**config.mk**
```make
export PLATFORM = sky130hd
export DESIGN_NAME = cache_mem_responder
export DESIGN_NICKNAME = d
export VERILOG_FILES = /design/src/rtl/cache_mem_responder.sv
export SDC_FILE = /design/constraint.sdc
export NUM_CORES = 1
export LEC_CHECK = 0
export ABC_AREA = 1
export BUFFER_PORTS_ARGS = -buffer_cell sky130_fd_sc_hd__buf_2
export CAP_MARGIN = 10
export CORE_UTILIZATION = 55
export DETAILED_ROUTE_END_ITERATION = 8
export HOLD_SLACK_MARGIN = 0.12
export PLACE_DENSITY = 0.72
export SLEW_MARGIN = 20
export SYNTH_ARGS = -nofsm -noshare
export SYNTH_HDL_FRONTEND = slang
export SYNTH_SLANG_ARGS = --single-unit
```
**constraint.sdc**
```tcl
create_clock -name clk -period 8.3 [get_ports clk]
set_input_delay 2.49 -clock clk [delete_from_list [all_inputs] [get_ports clk]]
set_output_delay 2.49 -clock clk [all_outputs]
set_load 0.02 [all_outputs]
```
**src/rtl/cache_mem_responder.sv**
```systemverilog
// Memory-side burst responder for one cache controller: grants fill (rd_*) and
// write-back (wr_*) bursts and streams beats to/from an internal word array.
//
// Ports:
//   clk, rst                    clock, asynchronous active-high reset
//   rd_req/rd_addr/rd_len       read burst request (held until rd_gnt)
//   rd_gnt                      one-cycle read grant, addr/len captured here
//   rd_valid/rd_data/rd_ready   read beat handshake
//   rd_done                     one-cycle pulse after the final read beat
//   wr_req/wr_addr/wr_len       write burst request (held until wr_gnt)
//   wr_gnt                      one-cycle write grant, addr/len captured here
//   wr_valid/wr_data/wr_last    write beat from the cache
//   wr_ready                    responder accepts a write beat
//   wr_done                     one-cycle pulse after the final write beat
//
// Build option: define MEM_RSP_STALL_EN to insert one idle cycle after every
// accepted beat (rd_valid / wr_ready drop), giving 1 beat per 2 cycles.
module cache_mem_responder #(
  parameter int mem_depth  = 32,
  parameter int data_width = 32,
  parameter int addr_width = 32
) (
  input  logic                  clk,
  input  logic                  rst,
  input  logic                  rd_req,
  input  logic [addr_width-1:0] rd_addr,
  input  logic [15:0]           rd_len,
  output logic                  rd_gnt,
  output logic                  rd_valid,
  output logic [data_width-1:0] rd_data,
  input  logic                  rd_ready,
  output logic                  rd_done,
  input  logic                  wr_req,
  input  logic [addr_width-1:0] wr_addr,
  input  logic [15:0]           wr_len,
  output logic                  wr_gnt,
  input  logic                  wr_valid,
  input  logic [data_width-1:0] wr_data,
  input  logic                  wr_last,
  output logic                  wr_ready,
  output logic                  wr_done
);

  localparam int idx_w = $clog2(mem_depth);

`ifdef MEM_RSP_STALL_EN
  localparam bit stall_en = 1'b1;
`else
  localparam bit stall_en = 1'b0;
`endif

  typedef enum logic [1:0] {
    IDLE,
    RD_BURST,
    WR_BURST,
    DONE
  } state_t;

  state_t           state_q, state_d;
  logic [idx_w-1:0] ptr_q, ptr_d;
  logic [15:0]      cnt_q, cnt_d;
  logic             is_wr_q, is_wr_d;
  logic             stall_q, stall_d;

  logic [data_width-1:0] mem [mem_depth];

  logic rd_beat;
  logic wr_beat;

  // Address bits above the array index select nothing.
  logic unused_addr_bits;
  assign unused_addr_bits = ^{rd_addr[addr_width-1:idx_w],
                              wr_addr[addr_width-1:idx_w]};

  function automatic logic [idx_w-1:0] ptr_inc(
    input logic [idx_w-1:0] p
  );
    if (p == idx_w'(mem_depth - 1)) return '0;
    return p + idx_w'(1);
  endfunction

  assign rd_beat = rd_valid && rd_ready;
  assign wr_beat = wr_valid && wr_ready;

  always_ff @(posedge clk or posedge rst) begin
    if (rst) begin
      state_q <= IDLE;
      ptr_q   <= '0;
      cnt_q   <= '0;
      is_wr_q <= 1'b0;
      stall_q <= 1'b0;
    end else begin
      state_q <= state_d;
      ptr_q   <= ptr_d;
      cnt_q   <= cnt_d;
      is_wr_q <= is_wr_d;
      stall_q <= stall_d;
    end
  end

  // Backing array is deliberately not reset.
  always_ff @(posedge clk) begin
    if (wr_beat) mem[ptr_q] <= wr_data;
  end

  always_comb begin
    state_d  = state_q;
    ptr_d    = ptr_q;
    cnt_d    = cnt_q;
    is_wr_d  = is_wr_q;
    stall_d  = 1'b0;
    rd_gnt   = 1'b0;
    wr_gnt   = 1'b0;
    rd_valid = 1'b0;
    wr_ready = 1'b0;
    rd_done  = 1'b0;
    wr_done  = 1'b0;
    unique case (state_q)
      IDLE: begin
        // Write-back wins so the victim leaves before the fill lands.
        if (!rst && wr_req) begin
          wr_gnt  = 1'b1;
          ptr_d   = wr_addr[idx_w-1:0];
          cnt_d   = wr_len;
          is_wr_d = 1'b1;
          state_d = (wr_len == 16'd0) ? DONE : WR_BURST;
        end else if (!rst && rd_req) begin
          rd_gnt  = 1'b1;
          ptr_d   = rd_addr[idx_w-1:0];
          cnt_d   = rd_len;
          is_wr_d = 1'b0;
          state_d = (rd_len == 16'd0) ? DONE : RD_BURST;
        end
      end
      RD_BURST: begin
        rd_valid = !stall_q;
        if (rd_beat) begin
          ptr_d   = ptr_inc(ptr_q);
          cnt_d   = cnt_q - 16'd1;
          stall_d = stall_en;
          if (cnt_q == 16'd1) state_d = DONE;
        end
      end
      WR_BURST: begin
        wr_ready = !stall_q;
        if (wr_beat) begin
          ptr_d   = ptr_inc(ptr_q);
          cnt_d   = cnt_q - 16'd1;
          stall_d = stall_en;
          if (cnt_q == 16'd1 || wr_last) state_d = DONE;
        end
      end
      DONE: begin
        rd_done = !is_wr_q;
        wr_done = is_wr_q;
        state_d = IDLE;
      end
      default: state_d = IDLE;
    endcase
  end

  always_comb begin
    rd_data = '0;
    if (rd_valid) rd_data = mem[ptr_q];
  end

endmodule

```
### After elaboration in Yosys (flattened, before gate mapping)

Memory sizes are Yosys's and may differ from the RTL's.
Index checks and enable logic that the tools add are counted.

* $add $sub $neg: 2
* equality and inequality tests: 10
* mux-type cells: 41
* reductions and logical operators: 15

Operators by type and width (count)
* 16-bit two-way mux: 4
* 16-bit case mux with 3 select lines: 1
* 5-bit two-way mux: 7
* 16-bit zero test: 2
* 32-bit two-way mux: 1
* 1-bit two-way mux: 19
* 16-bit by 1-bit == test with 1-bit output (second input constant): 1
* 16-bit by 1-bit subtractor with 16-bit output (second input constant): 1
* 5-bit case mux with 3 select lines: 1
* 2-bit two-way mux: 7
* 2-bit != test (second input constant): 4
* 2-bit case mux with 4 select lines: 1
* 5-bit by 1-bit adder with 5-bit output (second input constant): 1
* 5-bit == test (second input constant): 1
* 5-bit AND reduction: 1
* 2-bit == test (second input constant): 2
* 1-bit logical AND: 4
* 4-bit AND reduction: 1
* 3-bit != test (second input constant): 1
* 3-bit nonzero test: 1
* 2-bit by 1-bit == test with 1-bit output (second input constant): 1
* 1-bit zero test: 2
* 2-bit zero test: 1
* 2-bit AND reduction: 1
* other kinds (2): 2

* register bits after elaboration: 24
* RAM bits: 1024
* bits of input ports: 135
* output and inout port bits: 38
* word-level logic and storage cells: 73
* memories kept: 1

Memories
* mem: depth 32, width 32, rd ports 1, clocked after Yosys merged registers in 0, wr ports 1, line 65 `logic [data_width-1:0] mem [mem_depth];`

### Longest topological paths before layout

* depth in word-level cells: 8
* depth in mapped cells: 12
* mapped depth without buffers: 11

### Least setup slack after synthesis

OpenSTA, ideal clock, no wires.

* path type: input to output
* start: in rst
* end: out wr_gnt
* arrival time: 3.913 ns
* required time: 5.810 ns
* path slack: 1.897 ns
* stages on the path: 5
* path through: inv_1 -> nand2_1 -> clkbuf_1 -> clkbuf_1 -> nor2_1

* cells in the longest elaborated chain, start to end: 4

Ends and longest elaborated chain
* from (decl): line 24 `input logic rst,`
* 1-bit zero test: line 121 `if (!rst && wr_req) begin`
* 1-bit logical AND: line 121
* 1-bit two-way mux: line 121
* 1-bit two-way mux: line 118 `unique case (state_q)`
* to (decl): line 36 `output logic wr_gnt,`

Every way passes these cells.

### Worst setup path after layout

* start: reg ptr_q[1]
* end: out rd_data[12]

* cells in the longest elaborated chain, start to end: 2

Ends and longest elaborated chain
* from (decl): line 60 `logic [idx_w-1:0] ptr_q, ptr_d;`
* from (signal assigned): line 94 `ptr_q <= ptr_d;`
* memory read 32 x 32 bit
* 32-bit two-way mux: line 164 `if (rd_valid) rd_data = mem[ptr_q];`
* to (decl): line 30 `output logic [data_width-1:0] rd_data,`

Every way passes these cells.

==> flow_metrics.env <==
export IMPL_p_seq_share_pct=38.9
export IMPL_cts_reportedPaths_clkPinSlew_ps=60
export IMPL_hold_viol=0
export IMPL_fin_worst_skew_ps=36.0
export IMPL_cts_resized=0
export IMPL_power_leakage_nw=22.4
export IMPL_gp_congestion=0.847
export IMPL_wl_um=120000
export IMPL_p_comb_share_pct=32.5
export IMPL_post_drt_wl_per_cell_um=20.3
export IMPL_outcome="finished clean"
export IMPL_port_buffers=118
export IMPL_slew_headroom_pct=21.2
export IMPL_grt_remaining_overflow=0
export IMPL_cts_root_buffer="clkbuf_16"
export IMPL_switching_power_mw=5.86
export IMPL_fp_row_count=105
export IMPL_grt_usage_pct=28.4
export IMPL_pwr_share_clk_pct=28.6
export IMPL_antenna_found_initial=10
export IMPL_fmax_ghz=0.151
export IMPL_dp_hpwl_um=65700
export IMPL_hold_buffers=0
export IMPL_synth_avg_cell_area_um2=9.81
export IMPL_synth_area_um2=46000
export IMPL_setup_viol=0
export IMPL_final_max_slew_viol_count=0
export IMPL_worstMarginPinSlew_ps=1180
export IMPL_min_period_over_period_pct=79.8
export IMPL_reg2reg_depth=5
export IMPL_power_density_nw_per_um2=308
export IMPL_cts_tree="done"
export IMPL_die_y_um=291
export IMPL_viasPerCell=5.39
export IMPL_worstHoldPathType="reg -> reg"
export IMPL_route_detailed_drc=0
export IMPL_syn_nets=4835
export IMPL_die_area_um2=84800
export IMPL_dr_pass1_iters=7
export IMPL_dr_first_iter_drc_count=3770
export IMPL_pin_count=173
export IMPL_finalPower_mw=15.8
export IMPL_cts_max_level=3
export IMPL_grt_max_degree=181
export IMPL_critPathCaptureType="output port"
export IMPL_vdd_ir_drop_max_mv=0.334
export IMPL_swShare_pct=37.1
export IMPL_synth_cell_type_count=27
export IMPL_grt_pass1_wl_um=178000
export IMPL_startpoint_type="register"
export IMPL_ys_seq_area_share_pct=68.2
export IMPL_max_cap_violations=0
export IMPL_cts_buffers=102
export IMPL_syn_inst=4687
export IMPL_synth_warnings=0
export IMPL_syn2layout_area_growth_pct=11.3
export IMPL_ant_nets=0
export IMPL_post_cts_repair_setup_buffers=0
export IMPL_fin_setup_tns_ps=0
export IMPL_whs_path_depth=2
export IMPL_worstSkewPairLatency_ps=670
export IMPL_coreArea_um2=82400
export IMPL_die_width_um=291
export IMPL_internal_power_mw=9.93
export IMPL_crit_fanout=107
export IMPL_cts_sinks=1048
export IMPL_max_clock_path_buffers=3
export IMPL_drive_above_1_share_pct=7.56
export IMPL_layout_common_cells="nand2_1 (1920), edfxtp_1 (1024), inv_1 (753), nand3_1 (374), nor2_1 (148)"
export IMPL_period_needed_ps=6630
export IMPL_ys_ff_latch=1048
export IMPL_grt_pass1_vias=30100
export IMPL_critPathRequiredTime_ps=5810
export IMPL_worstPathArrival_ps=4140
export IMPL_fin_nets=4910
export IMPL_critPathKind="reg -> out"
export IMPL_vias=31900
export IMPL_final_common_cell="nand2_1"
export IMPL_rsz0062_at_grt="false"
export IMPL_start_util_pct=55.8
export IMPL_whs_ps=471
==> worst max-delay path, stage by stage, from the launching register on <==
cell,delay [ps]
dfrtp_4,810
inv_8,630
buf_12,440
buf_4,390
o21ai_0,130
o21ai_0,190
nand2_1,90
nand2_1,70
nor2_1,40
a21oi_1,320
buf_2,240
==> synthesized netlist by cell type (all sizes together) <==
| master | instances | area, um^2 |
|---|---|---|
| a21boi | 1 | 7.51 |
| a21oi | 46 | 230 |
| buf | 95 | 459 |
| clkbuf | 115 | 432 |
| clkinv | 2 | 7.51 |
| dfrtp | 24 | 601 |
| edfxtp | 1024 | 30700 |
| ha | 13 | 163 |
| inv | 757 | 2840 |
| nand2 | 1920 | 7210 |
| nand3 | 374 | 1870 |
| nand3b | 2 | 15.0 |
| nand4 | 1 | 6.26 |
| nor2 | 182 | 686 |
| nor3 | 9 | 75.1 |
| o211ai | 3 | 22.5 |
| o21ai | 111 | 556 |
| o21bai | 1 | 7.51 |
| o22ai | 5 | 31.3 |
| o32ai | 1 | 8.76 |
| or2 | 1 | 6.26 |
==> kinds of logic (layout without fill, tap and decap cells) <==
| group | after synthesis | count (layout) | share of synthesized area [%] |
|---|---|---|---|
| compound gates | 168 | 168 | 1.88 |
| fa+ha+maj | 13 | 13 | 0.354 |
| buf+inv | 969 | 1125 | 8.13 |
| flops | 1048 | 1048 | 68.2 |
| other cells | 0 | 3 | 0 |
| simple gates | 2489 | 2489 | 21.5 |
==> per-layer routing <==
layer | up-vias | share of wire (%) | global-route usage (%)
met5 | - | 0.054 | 0
met4 | 12 | 4.4 | 12.8
met3 | 277 | 10 | 4.37
met2 | 1626 | 47 | 46.2
met1 | 15000 | 38 | 37.7
li1 | 15000 | - | -
==> flip-flops by register name, summed over array words and instances, names as in the netlist <==
name / cells
is_wr_q: 1
ptr_q: 5
mem: 1024
state_q: 2
cnt_q: 16
==> worst paths after layout <==
| kind | startpoint | to | slack [ps] |
|---|---|---|---|
| max in group asynchronous | rst | ptr_q[0] | 6120 |
| hold reg to reg | cnt_q[14] | cnt_q[14] | 470 |
| setup / recovery | ptr_q[1] | rd_data[12] | 1670 |
| min in group asynchronous | rst | is_wr_q | 1870 |
| setup reg to reg | ptr_q[1] | mem[23][1] | 3770 |
| hold / removal | cnt_q[14] | cnt_q[14] | 470 |
==> power by group through the flow <==
stage | Sequential (mW) | Combinational, mW | Clock, mW
global route | 6.15 | 5.65 | 4.74
global placement | 6.24 | 4.98 | 0
floorplan | 6.11 | 3.51 | 0
finish | 6.14 | 5.13 | 4.52
detailed placement | 6.25 | 5.04 | 0
CTS | 6.14 | 5.08 | 4.54
==> cell type report <==
| cell class | instances | area [um^2] |
|---|---|---|
| timing repair buffer | 181 | 1190 |
| tap | 1070 | 1340 |
| inverter | 759 | 2860 |
| multi-input combinational | 2670 | 11200 |
| clock inverter | 57 | 556 |
| fill | 6257 | 31200 |
| antenna | 3 | 7.51 |
| clock buffer | 128 | 2690 |
| sequential | 1048 | 31400 |
==> through the flow <==
stage / worst slack, ps / std cells / utilization [%] / cell area [um^2]
floorplan: 1900 / 4687 / - / 46000
global route: 1500 / 5915 / 62.1 / 51200
global placement: 2300 / 5728 / 58.2 / 47900
finish: 1670 / 5916 / 62.1 / 51200
CTS: 1620 / 5913 / 62.1 / 51200
detailed placement: 2260 / 5728 / 58.2 / 47900
No activity file was read; power rests on OpenSTA's default activity.
